==> src/rtl/match_datapath.sv <==
// Pattern-match datapath: pattern/sequence memories, pc/wc/lc counters and the
// per-read classification of the current pattern word against the current letter.
module match_datapath #(
    parameter int unsigned PAW = 4,
    parameter int unsigned SAW = 6
) (
    input  logic           clock,
    input  logic           reset_N,
    input  logic           p_we,
    input  logic [PAW-1:0] p_waddr,
    input  logic [7:0]     p_wdata,
    input  logic           s_we,
    input  logic [SAW-1:0] s_waddr,
    input  logic [4:0]     s_wdata,
    input  logic [PAW-1:0] pc_base,
    input  logic [SAW-1:0] wc_base,
    input  logic [SAW:0]   seq_len,
    input  logic           en_pc,
    input  logic           cl_pc,
    input  logic           ld_pc,
    input  logic           en_wc,
    input  logic           cl_wc,
    input  logic           ld_wc,
    input  logic           en_lc,
    input  logic           cl_lc,
    input  logic           re_p,
    input  logic           re_s,
    output logic [2:0]     fsm_notif,
    output logic           end_seq,
    output logic           len_reached,
    output logic [PAW-1:0] pc,
    output logic [SAW-1:0] wc
);

    logic [7:0] pmem [2**PAW];
    logic [4:0] smem [2**SAW];

    logic [4:0] lc;
    logic [7:0] pat_q;
    logic [4:0] let_q;
    logic [4:0] rep_len;
    logic       rep_valid;
    logic       seq_valid;
    logic       pat_valid;
    logic       end_q;
    logic [7:0] rd_word;

    // Memories carry no reset so host-loaded contents survive a controller reset.
    always_ff @(posedge clock) begin
        if (p_we) pmem[p_waddr] <= p_wdata;
        if (s_we) smem[s_waddr] <= s_wdata;
    end

    assign rd_word = pmem[pc];

    always_ff @(posedge clock) begin
        if (!reset_N) begin
            pc <= '0;
            wc <= '0;
            lc <= '0;
        end else begin
            if (en_pc) begin
                if (cl_pc)      pc <= '0;
                else if (ld_pc) pc <= pc_base;
                else            pc <= pc + PAW'(1);
            end
            if (en_wc) begin
                if (cl_wc)      wc <= '0;
                else if (ld_wc) wc <= wc_base;
                else            wc <= wc + SAW'(1);
            end
            if (en_lc) begin
                if (cl_lc) lc <= '0;
                else       lc <= lc + 5'd1;
            end
        end
    end

    always_ff @(posedge clock) begin
        if (!reset_N) begin
            pat_q     <= '0;
            let_q     <= '0;
            rep_len   <= '0;
            rep_valid <= 1'b0;
            seq_valid <= 1'b0;
            pat_valid <= 1'b0;
            end_q     <= 1'b0;
        end else begin
            if (re_p) begin
                pat_q     <= rd_word;
                pat_valid <= 1'b1;
                if (rd_word[7:5] == 3'd5 || rd_word[7:5] == 3'd6) begin
                    rep_len   <= rd_word[4:0];
                    rep_valid <= 1'b1;
                end
            end
            if (re_s) begin
                let_q     <= smem[wc];
                seq_valid <= 1'b1;
                end_q     <= ({1'b0, wc} >= seq_len);
            end
        end
    end

    assign end_seq     = seq_valid && end_q;
    assign len_reached = rep_valid && (lc == rep_len);

    always_comb begin
        fsm_notif = 3'd0;
        if (pat_valid) begin
            unique case (pat_q[7:5])
                3'd0:    fsm_notif = (let_q == pat_q[4:0]) ? 3'd0 : 3'd1;
                3'd1:    fsm_notif = 3'd1;
                3'd2:    fsm_notif = 3'd2;
                default: fsm_notif = pat_q[7:5];
            endcase
        end
    end

endmodule

==> config.mk <==
export PLATFORM = sky130hd
export DESIGN_NAME = match_datapath
export DESIGN_NICKNAME = d
export VERILOG_FILES = /design/src/rtl/match_datapath.sv
export SDC_FILE = /design/constraint.sdc
export NUM_CORES = 1
export LEC_CHECK = 0
export ABC_AREA = 0
export CAP_MARGIN = 20
export CORE_ASPECT_RATIO = 0.9
export CORE_UTILIZATION = 30
export CTS_CLUSTER_DIAMETER = 50
export DETAILED_ROUTE_END_ITERATION = 10
export PLACE_DENSITY_LB_ADDON = 0.3
export SKIP_LAST_GASP = 1
export SYNTH_ARGS = -nofsm -noshare
export SYNTH_HDL_FRONTEND = slang
export SYNTH_SLANG_ARGS = --single-unit
==> constraint.sdc <==
create_clock -name clock -period 3.1 [get_ports clock]
set_clock_uncertainty 0.1 [all_clocks]
set_input_delay 0.465 -clock clock [delete_from_list [all_inputs] [get_ports clock]]
set_output_delay 0.465 -clock clock [all_outputs]
set_load 0.01 [all_outputs]
# Yosys cells after proc, flatten, opt, wreduce, memory -nomap -nowiden
# Memories as Yosys holds them, arrays and structs flattened. A register that Yosys moved wholly into a read port is not among the register bits.
# Cells that the tools add are included.
[totals]
in_bits = 54
word_cells = 41
n_memories = 2
ramBits = 448
out_inout_bits = 15
ff_bits = 32
[memory_table]
columns = ["memory", "words", "width", "read_ports", "rd_clocked_by_memory_dff", "write_ports", "line_no", "text"]
rows = [
  ["smem", 64, 5, 1, 1, 1, "36", "logic [4:0] smem [2**SAW];"],
  ["pmem", 16, 8, 1, 1, 1, "35", "logic [7:0] pmem [2**PAW];"],
]
[op_classes]
magnitude_cmp = 1
n_addsub = 3
n_eq_ne = 6
n_mux = 14
reduce_logical = 6
[ops]
columns = ["op", "count"]
rows = [
  ["two-way mux 4 bit", 4],
  ["two-way mux 6 bit", 2],
  ["== test 5 bit", 2],
  ["case mux 3 bit (3 select lines)", 1],
  [">= comparator 6 x 7 -> 1 bit", 1],
  ["adder 6 x 1 -> 6 bit, second input constant", 1],
  ["== test 3 bit, second input constant", 2],
  ["adder 5 x 1 -> 5 bit, second input constant", 1],
  ["two-way mux 1 bit", 5],
  ["two-way mux 5 bit", 1],
  ["adder 4 x 1 -> 4 bit, second input constant", 1],
  ["== test 3 x 1 -> 1 bit, second input constant", 1],
  ["== test 3 x 2 -> 1 bit, second input constant", 1],
  ["zero test 3 bit", 1],
  ["two-way mux 3 bit", 1],
  ["logical AND 1 bit", 2],
  ["AND reduction 2 bit", 1],
  ["zero test 1 bit", 1],
  ["logical OR 1 bit", 1],
]

# Logic depth before layout (Yosys ltp)
# Gate-level depths: netlist (run 1).
[depth]
ltp_word = 5
mapped_depth = 12
depth_no_buf = 9

# Worst setup path after synthesis (run 1)
# OpenSTA, ideal clock, no wires.
[synth_timing]
path_type = "reg2reg"
startpoint = "reg wc[0]"
endpoint = "reg end_q"
setup_ps = 119
slack_ps = 592
stages_incl_launch_ff = 13
arrival_time_ps = 2288
cell_sequence = "dfxtp_1 clkbuf_1 buf_6 buf_2 inv_1 ha_1 nand2b_1 a21o_1 a21o_1 a21o_1 a21o_1 a21oi_1 o31ai_1"
[synth_between]
elab_chain_cells = 1
[synth_rtl]
columns = ["item", "line_no", "text"]
rows = [
  ["from (decl)", "32", "output logic [SAW-1:0] wc"],
  ["from (signal assigned)", "69", "else if (ld_wc) wc <= wc_base;"],
  ["from (signal assigned)", "70", "else wc <= wc + SAW'(1);"],
  [">= comparator 6 x 7 -> 1 bit", "100", "end_q <= ({1'b0, wc} >= seq_len);"],
  ["to (signal assigned)", "100", ""],
  ["to (decl)", "45", "logic end_q;"],
]
# Every way passes these cells.
# A chain may end at the register's enable or synchronous reset.

# Worst setup path after layout (run 1)
[layout_timing]
startpoint = "reg let_q[1] (read register of smem)"
endpoint = "out fsm_notif[0]"
[layout_between]
elab_chain_cells = 4
[layout_rtl]
columns = ["item", "line_no", "text"]
rows = [
  ["from (decl)", "40", "logic [4:0] let_q;"],
  ["== test 5 bit", "112", "3'd0: fsm_notif = (let_q == pat_q[4:0]) ? 3'd0 : 3'd1;"],
  ["two-way mux 1 bit", "112", ""],
  ["case mux 3 bit (3 select lines)", "111", "unique case (pat_q[7:5])"],
  ["two-way mux 3 bit", "110", "if (pat_valid) begin"],
  ["to (decl)", "28", "output logic [2:0] fsm_notif,"],
]
# Every way passes these cells.

==> results of run 1 <==
power groups by stage:
stage | sequential (mW) | combinational, mW | clock (mW)
after detailed placement | 7.49 | 0.737 | 0
after floorplan | 7.45 | 0.397 | 0
final | 7.35 | 0.727 | 5.89
after global routing | 7.35 | 0.788 | 6.26
after global placement | 7.48 | 0.730 | 0
after CTS | 7.35 | 0.740 | 6.00
worst max-delay path, cell delays in order, from the launching register on:
cell and delay [ns]:
dfxtp_1 0.43, xor2_1 0.16, nor3_1 0.06, a311oi_1 0.26, o21a_1 0.20, clkdlybuf4s50_1 0.54
sequential cells by signal, summed over array words and instances, names as in the netlist, named ones only:
signal     flops
end_q          1
lc             5
let_q          5
pat_q          8
pat_valid      1
pc             4
pmem         128
rep_len        5
rep_valid      1
seq_valid      1
smem         320
wc             6
worst max-delay path by stage:
stage                           from  depth (start not counted)  slack [ns]                     to
6_report       let_q[1]$_SDFFE_PN0P_                          5        0.31           fsm_notif[0]
5_1_grt        let_q[4]$_SDFFE_PN0P_                          5        0.22           fsm_notif[0]
4_1_cts           wc[2]$_SDFFE_PN0P_                          2        0.27                  wc[2]
3_5_place_dp                    s_we                          4        0.42  smem[28][2]$_DFFE_PP_
3_3_place_gp              s_waddr[4]                          3        0.42  smem[22][2]$_DFFE_PP_
2_1_floorplan     wc[0]$_SDFFE_PN0P_                         12        0.59     end_q$_SDFFE_PN0P_
cell families (layout without fill, tap and decap cells):
kind of cell	count (synthesis)	after routing	synth area share (%)
buffers and inverters	69	260	1.79
xor gates and xnor gates	16	16	0.720
and+or+nand+nor	227	227	5.49
muxes	147	147	16.0
adders and majority gates	9	9	0.578
DFF	489	489	73.3
AOI/OAI and AO/OA	63	63	2.14
metrics by stage:
step | instance area (um^2) | total power [mW] | cells | util (%) | hold slack (ns)
2_1_floorplan | 19500 | 7.85 | 1020 | - | 0.317
3_3_place_gp | 21700 | 8.21 | 1976 | 33.8 | 0.334
3_5_place_dp | 21700 | 8.22 | 1976 | 33.8 | 0.351
4_1_cts | 23300 | 14.1 | 2066 | 36.3 | 0.251
5_1_grt | 23300 | 14.4 | 2066 | 36.3 | 0.258
6_report | 23300 | 14.0 | 2066 | 36.3 | 0.267
cells in the final DEF, fill, tap and decap left out, types with 12 or more instances in the layout:
cell type,n
mux2i_1,16
dfxtp_1,37
mux4_2,131
and2_1,17
buf_4,81
nand2_1,40
nand3_1,22
edfxtp_1,448
inv_1,12
clkbuf_16,51
nor2_1,92
a21oi_1,12
clkdlybuf4s50_1,63
nor2b_1,13
routing by layer:
| metal | up-vias | wire length, um |
|---|---|---|
| li1 | 4417 | - |
| met1 | 5140 | 20700 |
| met2 | 264 | 21500 |
| met3 | 57 | 2610 |
| met4 | 0 | 707 |
| met5 | - | 0 |
area by class of cell:
type / count / area share (%)
inverters: 14 / 0.226
clock inverters: 29 / 1.21
multi-input cells: 462 / 20.9
well taps: 855 / 4.60
flip-flops and latches: 489 / 61.4
clock buffers: 61 / 5.65
repair buffers: 156 / 6.04
==> results.cfg, run 1 <==
[synthesis]
synth_cell_types = 45
synth_edf_count = 448
synth.top_cells.by_count = 448 x edfxtp_1, 131 x mux4_2, 92 x nor2_1
yosysWarningCount = 0
netlist_instances = 1020
yosysMostFrequentCell = edfxtp_1
avgSynthCellArea_um2 = 19.1
netlist.area_leader.share_pct = 69.1
synth.area.top_cells = edfxtp_1 69%, mux4_2 15%, dfxtp_1 4.2%
async_reset_ff_share_pct = 0
post-synth-top-area-cell = edfxtp_1
synth.cell_area_um2 = 19500
seq_area_frac_synth_pct = 73.3
syn_nets = 1083
synth-seq-cells = 489
dominantRegCellSynth = edfxtp_1

[die]
die_w_um = 271
start_util_pct = 30.4
io_pins = 69
die_h_um = 244
rows = 88
dieArea_um2 = 65900
core_area_um2 = 64100

[timing]
fin_ws_ns = 0.312
fin_tns_setup_ns = 0
worst_slew_pin_slew_ns = 0.773
setup_viol = 0
finalCritPeriodShare_pct = 90.0
finalHoldViolCount = 0
slew_viol_final = 0
final.min_clock_period_ns = 2.79
fmax_mhz = 359
relSlewSlack_pct = 47.1
rsz0062_at_grt = false

[layout]
drive_gt1_share_pct = 25.1
n_antenna_cell = 0
n_fill_cell = 5935
nets = 1235
area_delta_synth_final_pct = 19.4
multi_input_area_um2 = 4850
regArea_um2 = 14300

[power]
p_sw_share_pct = 20.9
leakagePower_nw = 7.36
power.density_nw_per_um2 = 600
combinationalPowerShare_pct = 5.2
pwr-share-seq_pct = 52.6
p_sw_mw = 2.92
p_int_mw = 11.0
max-vdd-ir-drop_mv = 0.348
pwr-share-clk_pct = 42.2

[detailed_routing]
wire_per_inst_um = 22.1
num_vias = 9878
viasPerCell = 4.78
wl_um = 45600
drt_first_pass_iters = 7
drt_iter0_markers = 961
drc = 0
drtAntennaViolNets = 0

[cts]
h-tree-depth = 2
postCtsHoldBufs = 0
cts_buffers = 49
cts-root-buf = clkbuf_16
max-clock-path-buffers = 3
postCtsResizedCells = 0
postCtsSetupBuffers = 0
clk_latency_ns = 0.57
path_clk_slew_ns = 0.06
cts_tree = built
clkSinkCount = 489

[critical_path]
crit_type = flip-flop to primary output
r2r_start = wc[0]$_SDFFE_PN0P_
required_ns = 2.53
reg2reg_depth = 6
worst_r2r_endpoint = let_q[1]$_SDFFE_PN0P_
cp-end-kind = primary output
arrival_ns = 2.22
rrSetupSlack_ns = 0.50
startpoint_type = flip-flop
critPathMaxFanout = 2

[grt]
use_met1_pct = 19.4
gr-total-overflow = 0
met2_usage_pct = 22.2
grt_pass1_vias = 10300
top_usage_layer = met2
use_met3_pct = 2.73
antenna_found_initial = 0
grt_usage_pct = 13.9
grt_max_degree = 65
grt_pass1_wl_um = 68200

[min_path]
holdCritStartpoint = s_wdata[4]
hp-class = input port to flip-flop
hold_end = smem[21][4]$_DFFE_PP_
holdPathStages = 1

[placement]
portBuffers = 68
dpl.hpwl_um = 30300
gp_congestion = 0.759
place_ws_ns = 0.418

[run]
max_cap_violations = 0

[status]
status = complete, no violations
No activity file was read; power rests on OpenSTA's default activity.
==> inputs of run 2 (changes only) <==
- CORE_MARGIN: unset -> 2
- CTS_CLUSTER_SIZE: unset -> 30
==> run 2 against run 1 <==
Compared with the run above:
- worst hold slack improved by 0.051 ns
- first-iteration DRC count decreased by 19%
- sequential share of layout area up 0.97 points
- global-route usage is 0.44 points lower
- sequential power barely moved
- core utilization shrank 0.63 points
- total power is 4.8% lower
- register-to-register slack about the same
- fmax shrank 1.7%
- via count is 1.3% lower
- sequential cell count is the same
- critical path type unchanged
- largest cell class unchanged
- largest power group unchanged
==> results.cfg, run 2 (synthesis results as in run 1) <==
[grt]
grt_max_degree = 65
grt_pass1_vias = 9941
antenna_found_initial = 0
grt_usage_pct = 13.4
grt_pass1_wl_um = 66700
gr-total-overflow = 0

[detailed_routing]
drt_iter0_markers = 781
drtAntennaViolNets = 0
wl_um = 44600
wire_per_inst_um = 22.0
num_vias = 9745
drt_first_pass_iters = 5
viasPerCell = 4.80
drc = 0

[critical_path]
cp-end-kind = primary output
required_ns = 2.53
startpoint_type = flip-flop
critPathMaxFanout = 21
crit_chain = buf_4, clkdlybuf4s50_1
crit_type = flip-flop to primary output
arrival_ns = 2.27
crit_slowest_cell = dfxtp_2
cpPeakStageDelay_ns = 0.72

[status]
status = complete, no violations

[timing]
fmax_mhz = 353
worst_slew_pin_slew_ns = 0.820
setup_viol = 0
final.min_clock_period_ns = 2.84
slew_viol_final = 0
rsz0062_at_grt = false
finalCritPeriodShare_pct = 91.5
fin_tns_setup_ns = 0
relSlewSlack_pct = 43.9
finalHoldViolCount = 0

[cts]
postCtsSetupBuffers = 0
h-tree-depth = 2
cts_tree = built
postCtsResizedCells = 0
clk_latency_ns = 0.56
cts_buffers = 38
max-clock-path-buffers = 3
cts-root-buf = clkbuf_16
path_clk_slew_ns = 0.09
postCtsHoldBufs = 0
clkSinkCount = 489

[die]
dieArea_um2 = 67000
start_util_pct = 30.3
core_area_um2 = 64200
die_w_um = 273
die_h_um = 246
io_pins = 69
rows = 88

[placement]
placed_area_um2 = 21500
dpl.hpwl_um = 29800
gp_congestion = 0.754
portBuffers = 68
dp_cells = 1959

[layout]
nets = 1207
n_antenna_cell = 0
final_core_util_pct = 35.7
drive_gt1_share_pct = 24.0
area_delta_synth_final_pct = 17.6
reg_top3 = smem (320), pmem (128), pat_q (8)
final_common_cell = edfxtp_1
instances_no_fill = 2029
n_fill_cell = 5910
design_area_um2 = 22900
largest_reg_flops = 320
regMostFlops = smem
final_cell_mix = 448 x edfxtp_1, 131 x mux4_2, 92 x nor2_1

[run]
max_cap_violations = 0

[power]
power.density_nw_per_um2 = 580
fin_total_pwr_mw = 13.3
leakagePower_nw = 7.16
max-vdd-ir-drop_mv = 0.304

[min_path]
hp-class = input port to flip-flop
==> run 2: worst max-delay path: cells and delay by family, from the launching register on <==
family	cells	cell delay (ns)
flip-flops	1	0.72
buffers and inverters	2	1.00
==> run 2: metal layers <==
metal  track usage, %  share of wire, %  vias up
li1                 -                 -     4342
met4             2.63               1.2        0
met1             19.3                46     5075
met5                0                 0        -
met3             2.77               6.0       39
met2             21.1                46      289
==> run 2: layout make-up <==
cell class	instances	area (um^2)	share of cell area (%)
sequential	489	14300	62.4
multi-input combinational	462	4850	21.2
timing repair buffer	139	1280	5.58
clock buffer	46	1080	4.70
tap	855	1070	4.67
clock inverter	24	283	1.24
inverter	14	52.6	0.230
==> run 2: metrics by stage <==
stage               setup WS [ns]  hold slack [ns]
detailed placement          0.219            0.332
global route                0.172            0.306
global placement            0.307            0.331
finish                      0.265            0.318
CTS                         0.227            0.297
floorplan                   0.592            0.317
==> run 2: path summary, 6_finish.rpt <==
kind | startpoint | end | slack [ns] | cells after the start
min reg2reg | end_q$_SDFFE_PN0P_ | end_q$_SDFFE_PN0P_ | 0.35 | 2
min | s_wdata[0] | smem[12][0]$_DFFE_PP_ | 0.32 | 1
max | wc[2]$_SDFFE_PN0P_ | wc[2] | 0.26 | 2
max reg2reg | wc[0]$_SDFFE_PN0P_ | let_q[1]$_SDFFE_PN0P_ | 0.50 | 7
==> run 2: power by group <==
| part | switching, mW | total, mW | internal, mW |
|---|---|---|---|
| combinational | 0.400 | 0.727 | 0.327 |
| sequential | 0.0557 | 7.33 | 7.27 |
| clock | 2.46 | 5.23 | 2.76 |
| total | 2.92 | 13.3 | 10.4 |
